--- src/rtl/mbist_def.sv ---
// Shared definitions for the MBIST march controller: FSM states and the March C- element table.
package mbist_def;

    typedef enum logic [1:0] {
        StIdle,
        StMarch,
        StNextPat,
        StDone
    } bist_state_e;

    localparam int unsigned MarchElems = 6;

    // op0 is a read except in E0. op1, when present, is always a write.
    typedef struct packed {
        logic two_ops;
        logic op0_we;
        logic op0_inv;
        logic op1_inv;
        logic dir_down;
    } march_elem_t;

    localparam march_elem_t [MarchElems-1:0] MarchTbl = {
        march_elem_t'{two_ops: 1'b0, op0_we: 1'b0, op0_inv: 1'b0, op1_inv: 1'b0, dir_down: 1'b0},
        march_elem_t'{two_ops: 1'b1, op0_we: 1'b0, op0_inv: 1'b1, op1_inv: 1'b0, dir_down: 1'b1},
        march_elem_t'{two_ops: 1'b1, op0_we: 1'b0, op0_inv: 1'b0, op1_inv: 1'b1, dir_down: 1'b1},
        march_elem_t'{two_ops: 1'b1, op0_we: 1'b0, op0_inv: 1'b1, op1_inv: 1'b0, dir_down: 1'b0},
        march_elem_t'{two_ops: 1'b1, op0_we: 1'b0, op0_inv: 1'b0, op1_inv: 1'b1, dir_down: 1'b0},
        march_elem_t'{two_ops: 1'b0, op0_we: 1'b1, op0_inv: 1'b0, op1_inv: 1'b0, dir_down: 1'b0}
    };

    function automatic logic op_is_write(march_elem_t elem, logic op);
        return op ? 1'b1 : elem.op0_we;
    endfunction

    function automatic logic op_is_inv(march_elem_t elem, logic op);
        return op ? elem.op1_inv : elem.op0_inv;
    endfunction

endpackage

--- src/rtl/mbist_addr_gen.sv ---
// Loadable up/down address counter bounded by the tested address window.
module mbist_addr_gen #(
    parameter int unsigned                BIST_ADDR_WD    = 9,
    parameter logic [BIST_ADDR_WD-1:0]    BIST_ADDR_START = 9'h000,
    parameter logic [BIST_ADDR_WD-1:0]    BIST_ADDR_END   = 9'h1F8
) (
    input  logic                    clk,
    input  logic                    rst_n,
    input  logic                    load_start_i,
    input  logic                    load_end_i,
    input  logic                    dir_i,
    input  logic                    step_i,
    output logic [BIST_ADDR_WD-1:0] addr_o,
    output logic                    at_last_o
);

    logic [BIST_ADDR_WD-1:0] addr_q;

    // dir_i=1 walks down toward START, otherwise up toward END.
    assign at_last_o = dir_i ? (addr_q == BIST_ADDR_START) : (addr_q == BIST_ADDR_END);
    assign addr_o    = addr_q;

    always_ff @(posedge clk or negedge rst_n) begin
        if (!rst_n) begin
            addr_q <= BIST_ADDR_START;
        end else if (load_start_i) begin
            addr_q <= BIST_ADDR_START;
        end else if (load_end_i) begin
            addr_q <= BIST_ADDR_END;
        end else if (step_i && !at_last_o) begin
            addr_q <= dir_i ? addr_q - BIST_ADDR_WD'(1) : addr_q + BIST_ADDR_WD'(1);
        end
    end

endmodule

--- src/rtl/mbist_march_ctrl.sv ---
// March C- sequencer: drives memory ops and compare strobes, steps patterns, records first error.
module mbist_march_ctrl
    import mbist_def::*;
#(
    parameter int unsigned                BIST_ADDR_WD    = 9,
    parameter logic [BIST_ADDR_WD-1:0]    BIST_ADDR_START = 9'h000,
    parameter logic [BIST_ADDR_WD-1:0]    BIST_ADDR_END   = 9'h1F8
) (
    input  logic                    clk,
    input  logic                    rst_n,
    input  logic                    run_i,
    input  logic                    scan_shift_i,
    input  logic                    pat_last_i,
    input  logic                    cmp_err_i,
    output logic                    pat_run_o,
    output logic                    mem_cs_o,
    output logic                    mem_we_o,
    output logic [BIST_ADDR_WD-1:0] mem_addr_o,
    output logic                    mem_inv_o,
    output logic                    cmp_en_o,
    output logic                    cmp_inv_o,
    output logic                    bist_done_o,
    output logic                    bist_error_o,
    output logic [BIST_ADDR_WD-1:0] bist_err_addr_o
);

    localparam logic [2:0] LastElem = 3'(MarchElems - 1);

    bist_state_e state_q, state_d;
    logic [2:0]  elem_q, elem_d;
    logic        op_q, op_d;
    logic [2:0]  nxt_idx;
    logic        start_run;
    logic        we_d, inv_d;

    logic                    load_start, load_end, addr_dir, addr_step, at_last;
    logic [BIST_ADDR_WD-1:0] addr;

    logic                    mem_cs_q, mem_we_q, mem_inv_q, pat_run_q, bist_done_q;
    logic                    cmp_en_q, cmp_inv_q, bist_error_q;
    logic [BIST_ADDR_WD-1:0] cmp_addr_q, err_addr_q;

    mbist_addr_gen #(
        .BIST_ADDR_WD    (BIST_ADDR_WD),
        .BIST_ADDR_START (BIST_ADDR_START),
        .BIST_ADDR_END   (BIST_ADDR_END)
    ) u_addr_gen (
        .clk          (clk),
        .rst_n        (rst_n),
        .load_start_i (load_start),
        .load_end_i   (load_end),
        .dir_i        (addr_dir),
        .step_i       (addr_step),
        .addr_o       (addr),
        .at_last_o    (at_last)
    );

    always_comb begin
        state_d    = state_q;
        elem_d     = elem_q;
        op_d       = op_q;
        load_start = 1'b0;
        load_end   = 1'b0;
        addr_step  = 1'b0;
        start_run  = 1'b0;
        nxt_idx    = (elem_q == LastElem) ? 3'd0 : elem_q + 3'd1;
        addr_dir   = MarchTbl[elem_q].dir_down;

        if (!run_i || scan_shift_i) begin
            state_d    = StIdle;
            load_start = 1'b1;
        end else begin
            unique case (state_q)
                StIdle: begin
                    state_d    = StMarch;
                    elem_d     = 3'd0;
                    op_d       = 1'b0;
                    load_start = 1'b1;
                    start_run  = 1'b1;
                end
                StMarch: begin
                    if (MarchTbl[elem_q].two_ops && !op_q) begin
                        op_d = 1'b1;
                    end else if (!at_last) begin
                        op_d      = 1'b0;
                        addr_step = 1'b1;
                    end else if (elem_q == LastElem) begin
                        state_d = StNextPat;
                        op_d    = 1'b0;
                    end else begin
                        // Next element's start address is loaded here so it issues with no bubble.
                        elem_d     = nxt_idx;
                        op_d       = 1'b0;
                        load_start = !MarchTbl[nxt_idx].dir_down;
                        load_end   = MarchTbl[nxt_idx].dir_down;
                    end
                end
                StNextPat: begin
                    state_d    = pat_last_i ? StDone : StMarch;
                    elem_d     = 3'd0;
                    op_d       = 1'b0;
                    load_start = 1'b1;
                end
                StDone: begin
                    state_d = StDone;
                end
                default: begin
                    state_d    = StIdle;
                    load_start = 1'b1;
                end
            endcase
        end

        we_d  = (state_d == StMarch) && op_is_write(MarchTbl[elem_d], op_d);
        inv_d = (state_d == StMarch) && op_is_inv(MarchTbl[elem_d], op_d);
    end

    always_ff @(posedge clk or negedge rst_n) begin
        if (!rst_n) begin
            state_q     <= StIdle;
            elem_q      <= 3'd0;
            op_q        <= 1'b0;
            mem_cs_q    <= 1'b0;
            mem_we_q    <= 1'b0;
            mem_inv_q   <= 1'b0;
            pat_run_q   <= 1'b0;
            bist_done_q <= 1'b0;
        end else begin
            state_q     <= state_d;
            elem_q      <= elem_d;
            op_q        <= op_d;
            mem_cs_q    <= (state_d == StMarch);
            mem_we_q    <= we_d;
            mem_inv_q   <= inv_d;
            pat_run_q   <= (state_d == StNextPat);
            bist_done_q <= (state_d == StDone);
        end
    end

    // Compare pipeline keeps running through an abort so an in-flight read still reports.
    always_ff @(posedge clk or negedge rst_n) begin
        if (!rst_n) begin
            cmp_en_q     <= 1'b0;
            cmp_inv_q    <= 1'b0;
            cmp_addr_q   <= '0;
            bist_error_q <= 1'b0;
            err_addr_q   <= '0;
        end else begin
            cmp_en_q   <= mem_cs_q && !mem_we_q;
            cmp_inv_q  <= mem_inv_q;
            cmp_addr_q <= addr;
            if (start_run) begin
                bist_error_q <= 1'b0;
                err_addr_q   <= '0;
            end else if (cmp_en_q && cmp_err_i && !bist_error_q) begin
                bist_error_q <= 1'b1;
                err_addr_q   <= cmp_addr_q;
            end
        end
    end

    assign pat_run_o       = pat_run_q;
    assign mem_cs_o        = mem_cs_q;
    assign mem_we_o        = mem_we_q;
    assign mem_addr_o      = addr;
    assign mem_inv_o       = mem_inv_q;
    assign cmp_en_o        = cmp_en_q;
    assign cmp_inv_o       = cmp_inv_q;
    assign bist_done_o     = bist_done_q;
    assign bist_error_o    = bist_error_q;
    assign bist_err_addr_o = err_addr_q;

endmodule

--- config.mk ---
export PLATFORM = sky130hd
export DESIGN_NAME = mbist_march_ctrl
export DESIGN_NICKNAME = d
export VERILOG_FILES = /design/src/rtl/mbist_def.sv /design/src/rtl/mbist_addr_gen.sv /design/src/rtl/mbist_march_ctrl.sv
export SDC_FILE = /design/constraint.sdc
export NUM_CORES = 1
export LEC_CHECK = 0
export BUFFER_PORTS_ARGS = -buffer_cell sky130_fd_sc_hd__buf_2
export CORE_MARGIN = 4
export CORE_UTILIZATION = 60
export DETAILED_ROUTE_END_ITERATION = 10
export PLACE_DENSITY = 0.83
export SETUP_SLACK_MARGIN = 0.05
export SLEW_MARGIN = 30
export SYNTH_ARGS = -nofsm -noshare
export SYNTH_HDL_FRONTEND = slang
export SYNTH_HIERARCHICAL = 1
export SYNTH_SLANG_ARGS = --single-unit
export TNS_END_PERCENT = 30
--- constraint.sdc ---
create_clock -name clk -period 5.7 [get_ports clk]
set_input_delay 0.855 -clock clk [delete_from_list [all_inputs] [get_ports clk]]
set_output_delay 0.855 -clock clk [all_outputs]
set_load 0.05 [all_outputs]
**Word-level counts from Yosys, hierarchy flattened**

Memory sizes are Yosys's and may differ from the RTL's.
Cells that the tools add are included.

- Register bits after elaboration: 41
- ROM bits: 120
- Input port bits: 6
- Output and inout port bits: 26
- Memories: 3

Memories:

| name | depth | width | read ports | clocked after Yosys merged registers in | wr ports | line | RTL |
|---|---|---|---|---|---|---|---|
| (no name shown) | 8 | 5 | 1 | 0 | 0 | mbist_march_ctrl.sv:115 | `inv_d = (state_d == StMarch) && op_is_inv(MarchTbl[elem_d], op_d);` |
| (no name shown) | 8 | 5 | 1 | 0 | 0 | mbist_march_ctrl.sv:95 | `load_end = MarchTbl[nxt_idx].dir_down;` |
| (no name shown) | 8 | 5 | 1 | 0 | 0 | mbist_march_ctrl.sv:82 | `if (MarchTbl[elem_q].two_ops && !op_q) begin` |

- Add/subtract/negate cells: 3
- Magnitude comparators: 3
- Equality and inequality tests: 8
- Multiplexer cells: 45
- Reductions and logical operators: 19

Operators by type and width:

| kind | count |
|---|---|
| 9-bit 2-to-1 mux | 6 |
| 1-bit 2-to-1 mux | 23 |
| 3-bit 2-to-1 mux | 5 |
| 3-bit by 4-bit less-than comparator with 1-bit output (second input constant) | 3 |
| 2-bit 2-to-1 mux | 5 |
| 9-bit by 1-bit adder with 9-bit output (second input constant) | 1 |
| 9-bit equality test (second input constant) | 1 |
| 9-bit zero test | 1 |
| 9-bit by 1-bit subtractor with 9-bit output (second input constant) | 1 |
| 2-bit equality test (second input constant) | 4 |
| 2-bit one-hot mux with 4 select lines | 1 |
| 1-bit logical AND | 7 |
| 1-bit zero test | 6 |
| 3-bit one-hot mux with 2 select lines | 1 |
| 5-bit 2-to-1 mux | 1 |
| 2-bit by 1-bit equality test with 1-bit output (second input constant) | 2 |
| 4-bit 2-to-1 mux | 1 |
| 1-bit one-hot mux with 2 select lines | 2 |
| 3-bit by 1-bit adder with 3-bit output (second input constant) | 1 |
| 3-bit equality test (second input constant) | 1 |
| 3-bit nonzero test | 1 |
| 2-bit zero test | 1 |
| 2-bit nonzero test | 1 |
| 2-bit OR reduction | 1 |
| 1-bit logical OR | 1 |

**Longest topological paths before layout**

Gate-level depths: netlist (run 1).

- Depth in word-level cells: 11
- Depth in mapped cells: 11
- Gate-level depth less buffers: 10

**Hierarchy**

Netlist (run 1), hierarchy kept.

Modules (own cells, without submodules):

| module | instances | cells an instance | area each (um^2) |
|---|---|---|---|
| mbist_march_ctrl | 1 | 129 | 1,378.8 |
| mbist_addr_gen | 1 | 82 | 767.0 |

**Least setup slack after synthesis (run 1)**

Ideal clock, no wire load.

- Path kind: register to register
- Start point: register elem_q[2]
- End point: register u_addr_gen.addr_q[8], in the netlist u_addr_gen/addr_o[8]
- Setup time: 0.082 ns
- Data arrival time: 2.811 ns
- Setup slack: 2.807 ns
- Stages on the path, launching flop included: 9
- Period minus slack after synthesis: 2.893 ns
- Cell sequence: dfrtp_1 -> buf_2 -> mux2i_1 -> ha_1 -> a211oi_2 -> o211ai_1 -> nor3b_1 -> or4_1 -> a31oi_1

- Elaborated cells between the ends (all ways): 31
- Those cells by class: add/sub: 1; eq/ne: 1; mux: 22; reduce/logical: 5; memory: 2

RTL lines:

| element | line | RTL |
|---|---|---|
| start, declared | mbist_march_ctrl.sv:30 | `logic [2:0] elem_q, elem_d;` |
| start signal, assigned | mbist_march_ctrl.sv:130 | `elem_q <= elem_d;` |
| memory read 8 x 5 bit (*) | - |  |
| 5-bit 2-to-1 mux (implied by the code) (*) | mbist_march_ctrl.sv:82 |  |
| via addr_dir | mbist_march_ctrl.sv:36 | `logic load_start, load_end, addr_dir, addr_step, at_last;` |
| 1-bit 2-to-1 mux | mbist_addr_gen.sv:20 | `assign at_last_o = dir_i ? (addr_q == BIST_ADDR_START) : (addr_q == BIST_ADDR_END);` |
| 1-bit 2-to-1 mux | mbist_march_ctrl.sv:84 | `end else if (!at_last) begin` |
| 1-bit 2-to-1 mux | mbist_march_ctrl.sv:82 |  |
| 1-bit 2-to-1 mux | mbist_march_ctrl.sv:73 | `unique case (state_q)` |
| 1-bit 2-to-1 mux | mbist_march_ctrl.sv:69 | `if (!run_i \|\| scan_shift_i) begin` |
| 9-bit 2-to-1 mux or 1-bit logical AND (tied branches) | mbist_addr_gen.sv:28, mbist_addr_gen.sv:30 |  |
| 9-bit 2-to-1 mux or 3-bit nonzero test (tied branches) | - |  |
| end signal, assigned | mbist_addr_gen.sv:31 | `addr_q <= dir_i ? addr_q - BIST_ADDR_WD'(1) : addr_q + BIST_ADDR_WD'(1);` |
| end, declared | mbist_addr_gen.sv:17 | `logic [BIST_ADDR_WD-1:0] addr_q;` |

The timed path passes the listed nets; every way through them passes the cells marked *. The select of a mux whose other input is x is not followed.
A chain may end at the register's enable or synchronous reset.

**Worst setup path after layout (run 1)**

- Start point: register elem_q[0]
- End point: register u_addr_gen.addr_q[8], in the netlist u_addr_gen/addr_o[8]

- Elaborated cells between the ends (all ways): 31
- Those cells by class: add/sub: 1; eq/ne: 1; mux: 22; reduce/logical: 5; memory: 2

RTL lines:

| element | line | RTL |
|---|---|---|
| memory read 8 x 5 bit | - |  |
| 5-bit 2-to-1 mux (implied by the code) | mbist_march_ctrl.sv:82 |  |
| via addr_dir | mbist_march_ctrl.sv:36 |  |
| 1-bit 2-to-1 mux | mbist_addr_gen.sv:20 |  |
| via at_last | mbist_march_ctrl.sv:36 |  |
| 1-bit 2-to-1 mux | mbist_march_ctrl.sv:84 |  |
| 1-bit 2-to-1 mux | mbist_march_ctrl.sv:82 |  |
| 1-bit 2-to-1 mux | mbist_march_ctrl.sv:73 |  |
| 1-bit 2-to-1 mux | mbist_march_ctrl.sv:69 |  |
| via addr_step | mbist_march_ctrl.sv:36 |  |
| 1-bit logical AND | mbist_addr_gen.sv:30 | `end else if (step_i && !at_last_o) begin` |
| 3-bit nonzero test (no source line) | - |  |

The timed path passes the listed nets, and every way through them passes these cells. The select of a mux whose other input is x is not followed.

==> impl_metrics.tcl, run 1 <==
set metrics [dict create \
    outcome "finished clean" \
    cts_root_buf "clkbuf_4" \
    clock_sinks 41 \
    peakVddDrop_uv 119 \
    startpoint_type "flop" \
    dr_total_vias 1741 \
    cp_cell_sequence "nand2_1 -> mux2i_2 -> inv_1 -> a32oi_1 -> nor2_1 -> nor4b_1 -> o21ai_1 -> or4_1 -> a31oi_1" \
    drt-initial-drc-count 180 \
    clk_pin_slew_ns 0.12 \
    rr_worst_depth 9 \
    synth.net_count 226 \
    final_hold_viol_count 0 \
    fmax_ghz 0.303 \
    post_cts_buffers 0 \
    grt_overflow 0 \
    r2r-start "elem_q[0]$_DFF_PN0_" \
    finalSetupViolCount 0 \
    dieArea_sq_mm 0.00460 \
    numCtsBuffers 5 \
    critPathTopFamily "simple AND/OR/NAND/NOR gates" \
    post-dp-hpwl_microns 3240 \
    fin_tns_setup_ns 0 \
    wl_per_cell_microns 15.0 \
    clock-skew-final_ns 0.0110 \
    cts_htree_levels 2 \
    regArea_sq_mm 0.00103 \
    die_w_microns 67.8 \
    drc 0 \
    multiInputGateArea_sq_mm 0.00105 \
    drive_above_1_share_pct 21.1 \
    post-place-ws_ns 2.25 \
    rsz0062_at_grt "false" \
    fp.dieH_microns 67.8 \
    row_count 21 \
    fin_ws_ns 2.40 \
    firstDrtPassIters 4 \
    drv_cap 0 \
    grt_pass1_wl_microns 7230 \
    path_depth 9 \
    cts-resized-gates 0 \
    placed_cells 280 \
    syn-cell-area_sq_mm 0.00215 \
    vias_per_cell 6.05 \
    grtUsageTotal_pct 21.2 \
    worst_path_max_delay_cell "dfrtp_1" \
    ys_ff_latch 41 \
    synth_warnings 6 \
    wl_microns 4320 \
    diodes 0 \
    synth-edff-count 0 \
    postCtsHoldBufs 0 \
    critPathBufInv 1 \
    slew_headroom_pct 41.1 \
    worst_pin_slew_ns 0.878 \
    async_flop_share_pct 100 \
    io_buffers 31 \
    crit_type "reg -> reg" \
    grt_max_degree 42 \
    min_period_over_period_pct 58.0 \
    timing.critical_path.from "elem_q[0]$_DFF_PN0_" \
    final_antenna_net_count 0 \
    final_cells 288 \
    initial_core_util_pct 63.3 \
    clockBufferDepth 2 \
    postSynthCellCount 211 \
    synthFlopType "dfrtp_1" \
    fin_nets 256 \
    grt_pass1_vias 1542 \
    p_leak_nw 1.18 \
    path_max_fanout 11 \
    fillers 251 \
    hold_start "mem_inv_o$_DFF_PN0_" \
    clk_latency_ns 0.34 \
    area_growth_pct 11.6 \
    cp-end-kind "flop" \
    cp_slowest_stage_delay_ns 0.59 \
    yosysUniqueCellTypes 56 \
    seq_area_frac_synth_pct 47.8 \
    core_area_sq_mm 0.00339 \
    antenna_found_initial 0 \
    layout_min_cycle_time_ns 3.30 \
    ios 32 \
    powerDensity_mw_per_mm2 230 \
    syn_area_per_cell_sq_um 10.2 \
    cts_tree "yes" \
    critPathRequiredTime_ns 5.96 \
    slew_viol_final 0 \
    hp-class "reg -> reg" \
    cp.arrival_ns 3.56 \
    worstHoldPathCells 0 \
    gp_congestion 0.832 \
]
-- area by class of cell --
class	instances	share of cell area, %
clock inverter	1	1.25
sequential	41	42.8
timing repair buffer	31	6.58
clock buffer	7	2.30
multi-input combinational	158	44.0
inverter	4	0.627
tap	46	2.40
-- layer usage --
metal  track usage (%)  part of all wire [%]  vias up
li1                  -                     -      829
met1              28.3                    44      842
met2              34.0                    48       63
met3              3.99                   6.0        7
met4              8.19                   1.7        0
met5                 0                     0        -
-- cells in the mapped netlist, drive strengths merged (2+ instances only) --
master | n | share of area (%)
nand2 | 27 | 4.7
buf | 7 | 2.2
o41ai | 2 | 0.82
o21ai | 9 | 2.3
dfrtp | 41 | 48
o311ai | 2 | 0.82
nand3b | 2 | 0.70
o31ai | 2 | 0.70
inv | 4 | 0.70
a211oi | 2 | 0.93
a21o | 3 | 1.0
a221oi | 2 | 0.82
nor3 | 9 | 2.9
xor2 | 5 | 2.0
ha | 8 | 4.7
o211ai | 6 | 2.7
mux2i | 7 | 3.3
nor2b | 2 | 0.58
nand3 | 3 | 0.70
nand2b | 3 | 0.87
nor2 | 18 | 3.1
a21oi | 22 | 5.1
-- state kept, by name (all words and copies together) (netlist names), 2 cells and up --
register and flops:
u_addr_gen/addr_o 9, state_q 2, elem_q 3, cmp_addr_q 9, bist_err_addr_o 9
-- report_power, final --
| group | switching, W | leakage, nW | total, W | internal [W] |
|---|---|---|---|---|
| Combinational | 0.0000378 | 0.572 | 0.0000538 | 0.0000160 |
| Sequential | 0.00000854 | 0.566 | 0.000304 | 0.000296 |
| Clock | 0.0000877 | 0.0455 | 0.000192 | 0.000105 |
-- logic make-up after synthesis --
group / share of synthesized area [%]
buffers and inverters: 3.27
adder cells (fa/ha/maj): 5.60
multiplexers: 3.79
AND/OR/NAND/NOR: 18.1
AO/OA/AOI/OAI: 19.0
XOR/XNOR: 2.45
flip-flops: 47.8
-- worst register-to-register path, stage by stage (launching register included) --
cell     delay [ns]
dfrtp_1        0.59
nand2_1        0.19
mux2i_2        0.58
inv_1          0.13
a32oi_1        0.26
nor2_1         0.10
nor4b_1        0.26
o21ai_1        0.35
or4_1          0.59
a31oi_1        0.17
-- through the flow --
stage	utilization (%)	power (W)	area [sq um]	hold WS, ns
after CTS	70.5	0.000553	2390	0.388
after global placement	68.0	0.000362	2300	0.360
after global routing	70.7	0.000574	2390	0.403
final	70.7	0.000551	2390	0.384
after floorplan	-	0.000350	2150	0.478
after detailed placement	68.0	0.000363	2300	0.363
-- cells in the final DEF, fill, tap and decap left out, drive strengths merged, types with 2 or more instances in the layout --
master	n
a211oi	2
a21o	3
a21oi	22
a221oi	2
buf	31
clkbuf	7
dfrtp	41
ha	8
inv	4
mux2i	7
nand2	27
nand2b	3
nand3	3
nand3b	2
nor2	18
nor2b	2
nor3	9
o211ai	6
o21ai	9
o311ai	2
o31ai	2
o41ai	2
xor2	5
-- final timing paths --
check | slack (ns) | end
max in group asynchronous | 4.90 | bist_err_addr_o[3]$_DFFE_PN0P_
min in group asynchronous | 0.46 | cmp_en_o$_DFF_PN0_
min | 0.38 | cmp_inv_o$_DFF_PN0_
max | 2.40 | u_addr_gen/addr_o[8]$_DFFE_PN0P_
max reg2reg | 2.40 | u_addr_gen/addr_o[8]$_DFFE_PN0P_
min reg2reg | 0.38 | cmp_inv_o$_DFF_PN0_
Power figures use the tool's default switching activity.
==> run 2, diff against run 1 <==
--- a/config.mk
+++ b/config.mk
@@ -7,9 +7,9 @@
 export LEC_CHECK = 0
 export BUFFER_PORTS_ARGS = -buffer_cell sky130_fd_sc_hd__buf_2
 export CORE_MARGIN = 4
-export CORE_UTILIZATION = 60
+export CORE_UTILIZATION = 56
 export DETAILED_ROUTE_END_ITERATION = 10
-export PLACE_DENSITY = 0.83
+export PLACE_DENSITY = 0.79
 export SETUP_SLACK_MARGIN = 0.05
 export SLEW_MARGIN = 30
 export SYNTH_ARGS = -nofsm -noshare
==> constraint.sdc (replaced) <==
create_clock -name clk -period 3.06 [get_ports clk]
set_input_delay 0.459 -clock clk [delete_from_list [all_inputs] [get_ports clk]]
set_output_delay 0.459 -clock clk [all_outputs]
set_load 0.05 [all_outputs]
==> run 2 against run 1 <==
Net effect:
- clock-buffer cell count unchanged
- via count is 0.52% lower
- utilization decreased by 4.1 points
- flip-flop and latch count did not move
- register-to-register slack got worse by 2.0 ns
==> impl_metrics.tcl, run 2 (same netlist as run 1, synthesis figures left out) <==
set metrics [dict create \
    min_period_over_period_pct 87.5 \
    postCtsHoldBufs 0 \
    antenna_found_initial 0 \
    cts_htree_levels 2 \
    clock_sinks 41 \
    critPathRequiredTime_ns 3.26 \
    clock-skew-final_ns 0.00536 \
    wl_microns 4370 \
    cp_slowest_stage_delay_ns 0.47 \
    layout_commonest_cell "dfrtp_1" \
    p_clk_share_pct 39.3 \
    critPathTopFamily "simple AND/OR/NAND/NOR gates" \
    startpoint_type "flop" \
    cp.arrival_ns 2.88 \
    grt_overflow 0 \
    clockBufferDepth 2 \
    cp-end-kind "flop" \
    clk_latency_ns 0.28 \
    p_int_w 0.000850 \
    grt_pass1_wl_microns 7500 \
    fp.dieH_microns 69.9 \
    final_cell_mix "dfrtp_1, buf_2, nand2_1" \
    grtUsageTotal_pct 19.1 \
    crit_type "reg -> reg" \
    netSwitchingFraction_pct 23.2 \
    gp_congestion 0.914 \
    numCtsBuffers 5 \
    io_buffers 31 \
    power_switching_w 0.000257 \
    post-route-util_pct 66.6 \
    layout_min_cycle_time_ns 2.68 \
    fin_tns_setup_ns 0 \
    slew_viol_final 0 \
    rsz0062_at_grt "false" \
    firstDrtPassIters 5 \
    cts_tree "yes" \
    comb_power_share_pct 9.9 \
    drt-initial-drc-count 131 \
    initial_core_util_pct 58.2 \
    area_growth_pct 14.4 \
    final_antenna_net_count 0 \
    grt_pass1_vias 1602 \
    path_max_fanout 11 \
    ios 32 \
    worst_path_max_delay_cell "dfrtp_1" \
    holdWs_ns 0.136 \
    cts-resized-gates 0 \
    row_count 22 \
    placed_cells 286 \
    drv_cap 0 \
    cp_cell_sequence "nand2_1 -> mux2i_1 -> buf_4 -> fa_1 -> a211oi_2 -> o211ai_1 -> nor3b_1 -> or4_1 -> a31oi_1" \
    fin_nets 260 \
    drc 0 \
    core_area_sq_mm 0.00369 \
    p_leak_nw 1.21 \
    final_hold_viol_count 0 \
    diodes 0 \
    clk_pin_slew_ns 0.07 \
    post-dp-hpwl_microns 3200 \
    grt_max_degree 42 \
    dieArea_sq_mm 0.00489 \
    dr_total_vias 1732 \
    path_depth 9 \
    die_w_microns 69.9 \
    outcome "finished clean" \
    fmax_ghz 0.373 \
    vias_per_cell 5.89 \
    final_cells 294 \
    rr_worst_depth 9 \
    slew_headroom_pct 58.3 \
    peakVddDrop_uv 192 \
    wl_per_cell_microns 14.9 \
    finalSetupViolCount 0 \
    powerDensity_mw_per_mm2 451 \
    pwr-share-seq_pct 50.8 \
    cts_root_buf "clkbuf_8" \
    drive_above_1_share_pct 22.0 \
    critPathBufInv 1 \
    worst_pin_slew_ns 0.621 \
    hp-class "in -> async" \
    post_cts_buffers 0 \
]
run 2: cell count changes in the layout (fill, tap and decap cells not counted):
cell | previous run | this run
clkbuf_4 | 5 | 0
mux2i_1 | 6 | 7
buf_4 | 1 | 5
clkbuf_8 | 1 | 6
mux2i_2 | 1 | 0
run 2: layout make-up:
class                      instances  area [sq um]
sequential                        41          1030
clock buffer                       7          86.3
timing repair buffer              35           188
tap                               48          60.1
inverter                           4          15.0
clock inverter                     1          30.0
multi-input combinational        158          1050
fill                             297          1230
run 2: final timing paths:
kind                                           from                                to  slack (ns)
worst max-delay path            elem_q[1]$_DFF_PN0_  u_addr_gen/addr_o[8]$_DFFE_PN0P_        0.38
worst max register to register  elem_q[1]$_DFF_PN0_  u_addr_gen/addr_o[8]$_DFFE_PN0P_        0.38
worst min register to register  mem_inv_o$_DFF_PN0_               cmp_inv_o$_DFF_PN0_        0.38
worst min-delay path                          rst_n               cmp_inv_o$_DFF_PN0_        0.14
min in group clk                mem_inv_o$_DFF_PN0_               cmp_inv_o$_DFF_PN0_        0.38
max in group asynchronous                     rst_n  u_addr_gen/addr_o[0]$_DFFE_PN0P_        2.58
run 2: power by group through the flow:
stage	Combinational (W)	Sequential [W]	Clock (W)
floorplan	0.0000652	0.000586	0
global placement	0.000108	0.000573	0
detailed placement	0.000109	0.000573	0
CTS	0.000109	0.000562	0.000445
global route	0.000120	0.000565	0.000468
finish	0.000109	0.000563	0.000435
run 2: per-stage QoR:
stage	setup slack (ns)	total power, W	instance area [sq um]
floorplan	0.167	0.000652	2150
global placement	0.486	0.000680	2340
detailed placement	0.451	0.000682	2340
CTS	0.432	0.00112	2450
global route	0.114	0.00115	2450
finish	0.383	0.00111	2450
run 2: per-layer routing:
metal / vias up / track usage, % / wire [microns]
met5: - / 0 / 0
met4: 0 / 8.09 / 74
met3: 6 / 4.17 / 177
met2: 47 / 29.1 / 2070
met1: 840 / 26.5 / 2050
li1: 839 / - / -
